<file path="config.mk">
export PLATFORM = sky130hd
export DESIGN_NAME = alu_op_sequencer
export DESIGN_NICKNAME = d
export VERILOG_FILES = /design/src/rtl/alu_op_sequencer.sv
export SDC_FILE = /design/constraint.sdc
export NUM_CORES = 1
export LEC_CHECK = 0
export ABC_AREA = 1
export CORE_MARGIN = 2
export CORE_UTILIZATION = 40
export DETAILED_ROUTE_END_ITERATION = 12
export GPL_TIMING_DRIVEN = 0
export PLACE_DENSITY_LB_ADDON = 0.12
export SETUP_SLACK_MARGIN = 0.2
export SYNTH_ARGS = -nofsm -noshare
export SYNTH_HDL_FRONTEND = slang
export SYNTH_SLANG_ARGS = --single-unit
</file>
<file path="constraint.sdc">
create_clock -name clk -period 1.92 [get_ports clk]
set_input_delay 0.288 -clock clk [delete_from_list [all_inputs] [get_ports clk]]
set_output_delay 0.288 -clock clk [all_outputs]
set_load 0.05 [all_outputs]
</file>
<file path="src/rtl/alu_op_sequencer.sv">
// alu_op_sequencer: issue stage in front of the ALU. Takes one op at a time
// over valid/ready, holds the ALU controls/operands steady while the op runs,
// handshakes with the multi-cycle multiplier for mul, and returns the
// captured result over a valid/ready response port.
module alu_op_sequencer #(
   parameter int unsigned MUL_TIMEOUT = 64,
   parameter int unsigned CNT_W       = 7
) (
   input  logic        clk,
   input  logic        reset,
   input  logic        in_valid,
   output logic        in_ready,
   input  logic [2:0]  in_op,
   input  logic [31:0] in_a,
   input  logic [31:0] in_b,
   output logic [2:0]  alu_ctrl,
   output logic [31:0] alu_a,
   output logic [31:0] alu_b,
   input  logic [31:0] alu_result,
   input  logic [31:0] alu_hi,
   input  logic        mul_valid,
   output logic        mul_start,
   output logic        out_valid,
   input  logic        out_ready,
   output logic [31:0] out_result,
   output logic [31:0] out_hi,
   output logic        out_err
);

   typedef enum logic [2:0] {
      IDLE,
      EXEC,
      MUL_START,
      MUL_WAIT,
      DONE
   } state_t;

   localparam logic [2:0]       OP_MUL        = 3'b010;
   localparam logic [2:0]       OP_LAST_LEGAL = 3'b100;
   localparam logic [CNT_W-1:0] CNT_LAST      = CNT_W'(MUL_TIMEOUT - 1);
   localparam logic [CNT_W-1:0] CNT_ONE       = CNT_W'(1);

   state_t           r_state;
   state_t           w_state_nxt;
   logic [CNT_W-1:0] r_cnt;
   logic [2:0]       r_ctrl;
   logic [31:0]      r_a;
   logic [31:0]      r_b;
   logic [31:0]      r_result;
   logic [31:0]      r_hi;
   logic             r_err;
   logic             w_accept;
   logic             w_legal;
   logic             w_is_mul;
   logic             w_timeout;

   assign w_accept  = in_valid && (r_state == IDLE);
   assign w_legal   = (in_op <= OP_LAST_LEGAL);
   assign w_is_mul  = (in_op == OP_MUL);
   assign w_timeout = (r_cnt == CNT_LAST);

   // State register
   always_ff @(posedge clk or negedge reset) begin
      if (!reset) r_state <= IDLE;
      else        r_state <= w_state_nxt;
   end

   // Next-state decode
   always_comb begin
      w_state_nxt = r_state;
      case (r_state)
         IDLE: begin
            if (in_valid) begin
               if (!w_legal)     w_state_nxt = DONE;
               else if (w_is_mul) w_state_nxt = MUL_START;
               else              w_state_nxt = EXEC;
            end
         end
         EXEC:      w_state_nxt = DONE;
         MUL_START: w_state_nxt = MUL_WAIT;
         MUL_WAIT:  if (mul_valid || w_timeout) w_state_nxt = DONE;
         DONE:      if (out_ready) w_state_nxt = IDLE;
         default:   w_state_nxt = IDLE;
      endcase
   end

   // Operand capture; illegal ops leave the ALU inputs untouched
   always_ff @(posedge clk or negedge reset) begin
      if (!reset) begin
         r_ctrl <= '0;
         r_a    <= '0;
         r_b    <= '0;
      end else if (w_accept && w_legal) begin
         r_ctrl <= in_op;
         r_a    <= in_a;
         r_b    <= in_b;
      end
   end

   // Multiply timeout counter, cleared while the start pulse is out
   always_ff @(posedge clk or negedge reset) begin
      if (!reset)                    r_cnt <= '0;
      else if (r_state == MUL_START) r_cnt <= '0;
      else if (r_state == MUL_WAIT)  r_cnt <= r_cnt + CNT_ONE;
   end

   // Response capture; mul_valid takes priority over a same-cycle timeout
   always_ff @(posedge clk or negedge reset) begin
      if (!reset) begin
         r_result <= '0;
         r_hi     <= '0;
         r_err    <= 1'b0;
      end else begin
         case (r_state)
            IDLE: begin
               if (w_accept && !w_legal) begin
                  r_result <= '0;
                  r_hi     <= '0;
                  r_err    <= 1'b1;
               end
            end
            EXEC: begin
               r_result <= alu_result;
               r_hi     <= '0;
               r_err    <= 1'b0;
            end
            MUL_WAIT: begin
               if (mul_valid) begin
                  r_result <= alu_result;
                  r_hi     <= alu_hi;
                  r_err    <= 1'b0;
               end else if (w_timeout) begin
                  r_result <= '0;
                  r_hi     <= '0;
                  r_err    <= 1'b1;
               end
            end
            default: ;
         endcase
      end
   end

   assign in_ready   = (r_state == IDLE);
   assign mul_start  = (r_state == MUL_START);
   assign out_valid  = (r_state == DONE);
   assign alu_ctrl   = r_ctrl;
   assign alu_a      = r_a;
   assign alu_b      = r_b;
   assign out_result = r_result;
   assign out_hi     = r_hi;
   assign out_err    = r_err;

endmodule
</file>
# Word level (Yosys, flattened, before mapping)
# Cells that the tools add are included.
# op_classes
n_lt_le_gt_ge	1
n_eq_ne	11
n_reduce_logical	10
add_sub_neg	1
mux	18
# ops
op	n
$pmux 32 s3	2
$mux 32	4
$pmux 3 s5	1
$mux 7	2
$mux 3	4
$eq 3x2->1 const B	3
$add 7x1->7 const B	1
$eq 7x6->1 const B	1
$reduce_and 3->1	2
$ne 2x1->1 const B	2
$ne 2x2->1 const B	2
$eq 3x1->1 const B	1
$eq 3x3->1 const B	1
$le 3x3->1 const B	1
$logic_and 1x1->1	3
$logic_not 3->1	1
$mux 1	3
$ne 3x3->1 const B	1
$pmux 1 s3	1
$reduce_bool 3->1	1
$mux 2	1
$reduce_bool 2->1	1
$logic_not 1->1	1
$logic_or 1x1->1	1
# totals
register_bits	142
wordCells	49
inputBits	136

# Depth between registers and ports, before layout
# logic_depth
depth_word	5
depth_mapped	10
ltp_nobuf	8

# Worst setup path after synthesis
# OpenSTA, ideal clock, no wires.
# synth_path
path_type	register -> register
from	reg r_state[0]
to	reg r_state[1]
setup_ns	0.126
setup_slack_ns	-0.117
arrival_ns	1.912
required_ns	1.794
period_less_slack_ns	2.037
path_stages_with_launch	5
path_cell_list	dfrtp_1 -> nor3_1 -> nand2_1 -> nand2_1 -> a21oi_1
# synth_via
elab_chain_cells	3
# synth_rtl
element	line_no	rtl
start: declaration	43	state_t r_state;
start signal: assignment	65	else r_state <= w_state_nxt;
$eq 3x3->1 *	-	
named net out_valid	23	output logic out_valid,
$ne 2x1->1 (no source line)	-	
$reduce_and 3->1 (no source line)	-	
# The timed path passes the listed nets; every way through them passes the cells marked *.
# A chain may end at the register's enable or synchronous reset.

# Worst setup path after layout
# layout_path
from	reg r_state[2]
to	out mul_start
# layout_via
elab_chain_cells	1
# layout_rtl
element	line_no	rtl
$eq 3x2->1	144	assign mul_start = (r_state == MUL_START);
end: declaration	22	output logic mul_start,
# No other way between the ends.

==> impl_metrics.tcl <==
set metrics [dict create \
    status "finished, final reports clean" \
    cts_buffers 17 \
    crit_required_ns 1.63 \
    via_per_inst 4.72 \
    drtIter0Drc 298 \
    gr-total-overflow 0 \
    worstPathMaxFanout 8 \
    port_buffers 270 \
    syn_nets 788 \
    synth.ff_latch_count 142 \
    synthesis.area_um2 5700 \
    synth_cells 651 \
    firstDrtPassIters 6 \
    cts-root-buf "clkbuf_16" \
    cap_violations 0 \
    p_leak_nw 4.96 \
    n_antenna_cell 0 \
    grt_pass1_vias 5297 \
    fmax_mhz 589 \
    end_kind "output port" \
    track_usage 0.221 \
    finalHoldViolCount 0 \
    antenna_found_initial 0 \
    max-clock-path-buffers 2 \
    peakVddDrop_mv 0.911 \
    fin_util 0.658 \
    seq_area_frac_synth 0.623 \
    fillCellCount 1176 \
    syn2layout_area_growth_pct 60.1 \
    insertion_delay_ns 0.41 \
    grt_max_degree 83 \
    drc_errors 0 \
    core_area_um2 13900 \
    finalWirelength_um 16700 \
    min_path_type "in2reg" \
    cts.sink_count 142 \
    max_slew_margin 0.616 \
    worst_pin_slew_ns 0.578 \
    die_w_um 123 \
    postSynthAreaPerCell_um2 8.76 \
    cp_data_arrival_time_ns 1.41 \
    rsz0062_at_grt "true" \
    die_y_um 123 \
    finalCriticalPeriod_ns 1.70 \
    nets 1082 \
    ant_nets 0 \
    drive_gt1_frac 0.0762 \
    final_cell_mix "nand2_1, dfrtp_1, clkdlybuf4s50_1, dlygate4sd2_1, o21ai_0" \
    cts_tree "done" \
    post_drt_wl_per_cell_um 14.6 \
    dp_hpwl_um 12400 \
    yosys_warnings 0 \
    setup_viol 0 \
    layout_commonest_cell "nand2_1" \
    dieArea_um2 15200 \
    synth.distinct_cells 25 \
    drv_slew 0 \
    tns_ns 0 \
    startpoint_type "flip-flop" \
    floorplan.rows 43 \
    postPlaceCellArea_um2 8660 \
    crit_type "reg2out" \
    io_pins 271 \
    period_share 0.884 \
    grt_first_pass_wirelength_um 26000 \
    total_power_w 0.0149 \
    dp.cells 1102 \
    final_cells 1138 \
    power.density_nw_per_um2 1630 \
    htree_num_levels 4 \
    postLayoutCellArea_um2 9130 \
    place.gp.congestion 0.764 \
    clock_skew_ns 0.00712 \
    routed-via-count 5373 \
    clkTransAtPathRegs_ns 0.06 \
    initial_core_util 0.411 \
]
==> timing repair <==
item | CTS | global route
pin swaps | 0 | 1
hold buffers | 1 | 0
gates resized for setup | 152 | 28
setup endpoints to repair | 135 | 93
hold endpoints to repair | 60 | 0
setup buffers | 0 | 3
==> state kept, by name, summed over array words and instances (netlist names) <==
signal and cells:
alu_ctrl 3, r_cnt 7, out_hi 32, out_result 32, alu_a 32, r_state 3, out_err 1, alu_b 32
==> cells by family after synthesis <==
logic type / synth area share
simple gates: 0.261
flops: 0.623
compound gates: 0.0661
buf+inv: 0.0446
xor+xnor: 0.00307
fa+ha+maj: 0.00219
==> cell usage after synthesis, drive strengths merged <==
library cell,n,area (µm²)
nand4,3,18.8
inv,13,48.8
clkbuf,15,56.3
nand3,6,35.0
o21ai,69,345
ha,1,12.5
xor2,1,8.76
buf,19,149
a22o,1,8.76
xnor2,1,8.76
a21oi,3,15.0
dfrtp,142,3550
o21bai,1,7.51
nor3,1,5.00
nand2,360,1360
nor2,15,71.3
==> cell type report <==
class	instances	area (µm²)	share of cell area
sequential	142	3550	0.389
clock inverter	6	57.6	0.00630
timing repair buffer	275	2600	0.285
clock buffer	26	499	0.0547
tap	180	225	0.0247
buffer	34	213	0.0233
inverter	13	48.8	0.00535
multi-input combinational	462	1930	0.211
==> critical path: stages, from the launching register on <==
cell and delay (ns):
dfrtp_1 0.38, inv_2 0.11, nand2_2 0.15, nor2_4 0.17, buf_6 0.18
==> metal layers <==
| metal | track usage | vias to the layer above | wire, µm |
|---|---|---|---|
| met5 | 0 | - | 0 |
| met4 | 0.0753 | 0 | 276 |
| met3 | 0.0595 | 21 | 1120 |
| met2 | 0.391 | 174 | 8630 |
| met1 | 0.260 | 2563 | 6650 |
| li1 | - | 2615 | - |
==> stage by stage <==
stage | worst slack (ns) | hold slack [ns]
floorplan | 0.245 | -0.00759
global placement | -5.02 | 0.454
detailed placement | -0.286 | 0.300
CTS | 0.0203 | 0.397
global route | 0.142 | 0.235
finish | 0.223 | 0.223
==> power breakdown <==
group | switching, W | total (W) | internal [W] | leakage (nW)
Sequential | 0.000505 | 0.00448 | 0.00397 | 1.85
Combinational | 0.00542 | 0.00735 | 0.00193 | 2.84
Clock | 0.00117 | 0.00308 | 0.00191 | 0.274
Total | 0.00710 | 0.0149 | 0.00781 | 4.96
==> path summary, 6_finish.rpt <==
path	to	slack, ns	depth (start not counted)	start
setup / recovery	mul_start	0.22	4	r_state[2]$_DFFE_PN0P_
hold / removal	alu_ctrl[2]$_DFFE_PN0P_	0.22	3	in_op[2]
setup reg to reg	out_result[19]$_DFFE_PN0P_	0.31	10	r_cnt[0]$_DFFE_PN0P_
hold reg to reg	out_hi[11]$_DFFE_PN0P_	0.46	2	out_hi[11]$_DFFE_PN0P_
max in group asynchronous	r_cnt[0]$_DFFE_PN0P_	0.68	3	reset
min in group asynchronous	alu_a[12]$_DFFE_PN0P_	0.41	2	reset
Note: power is estimated with default switching activity, not from simulation.
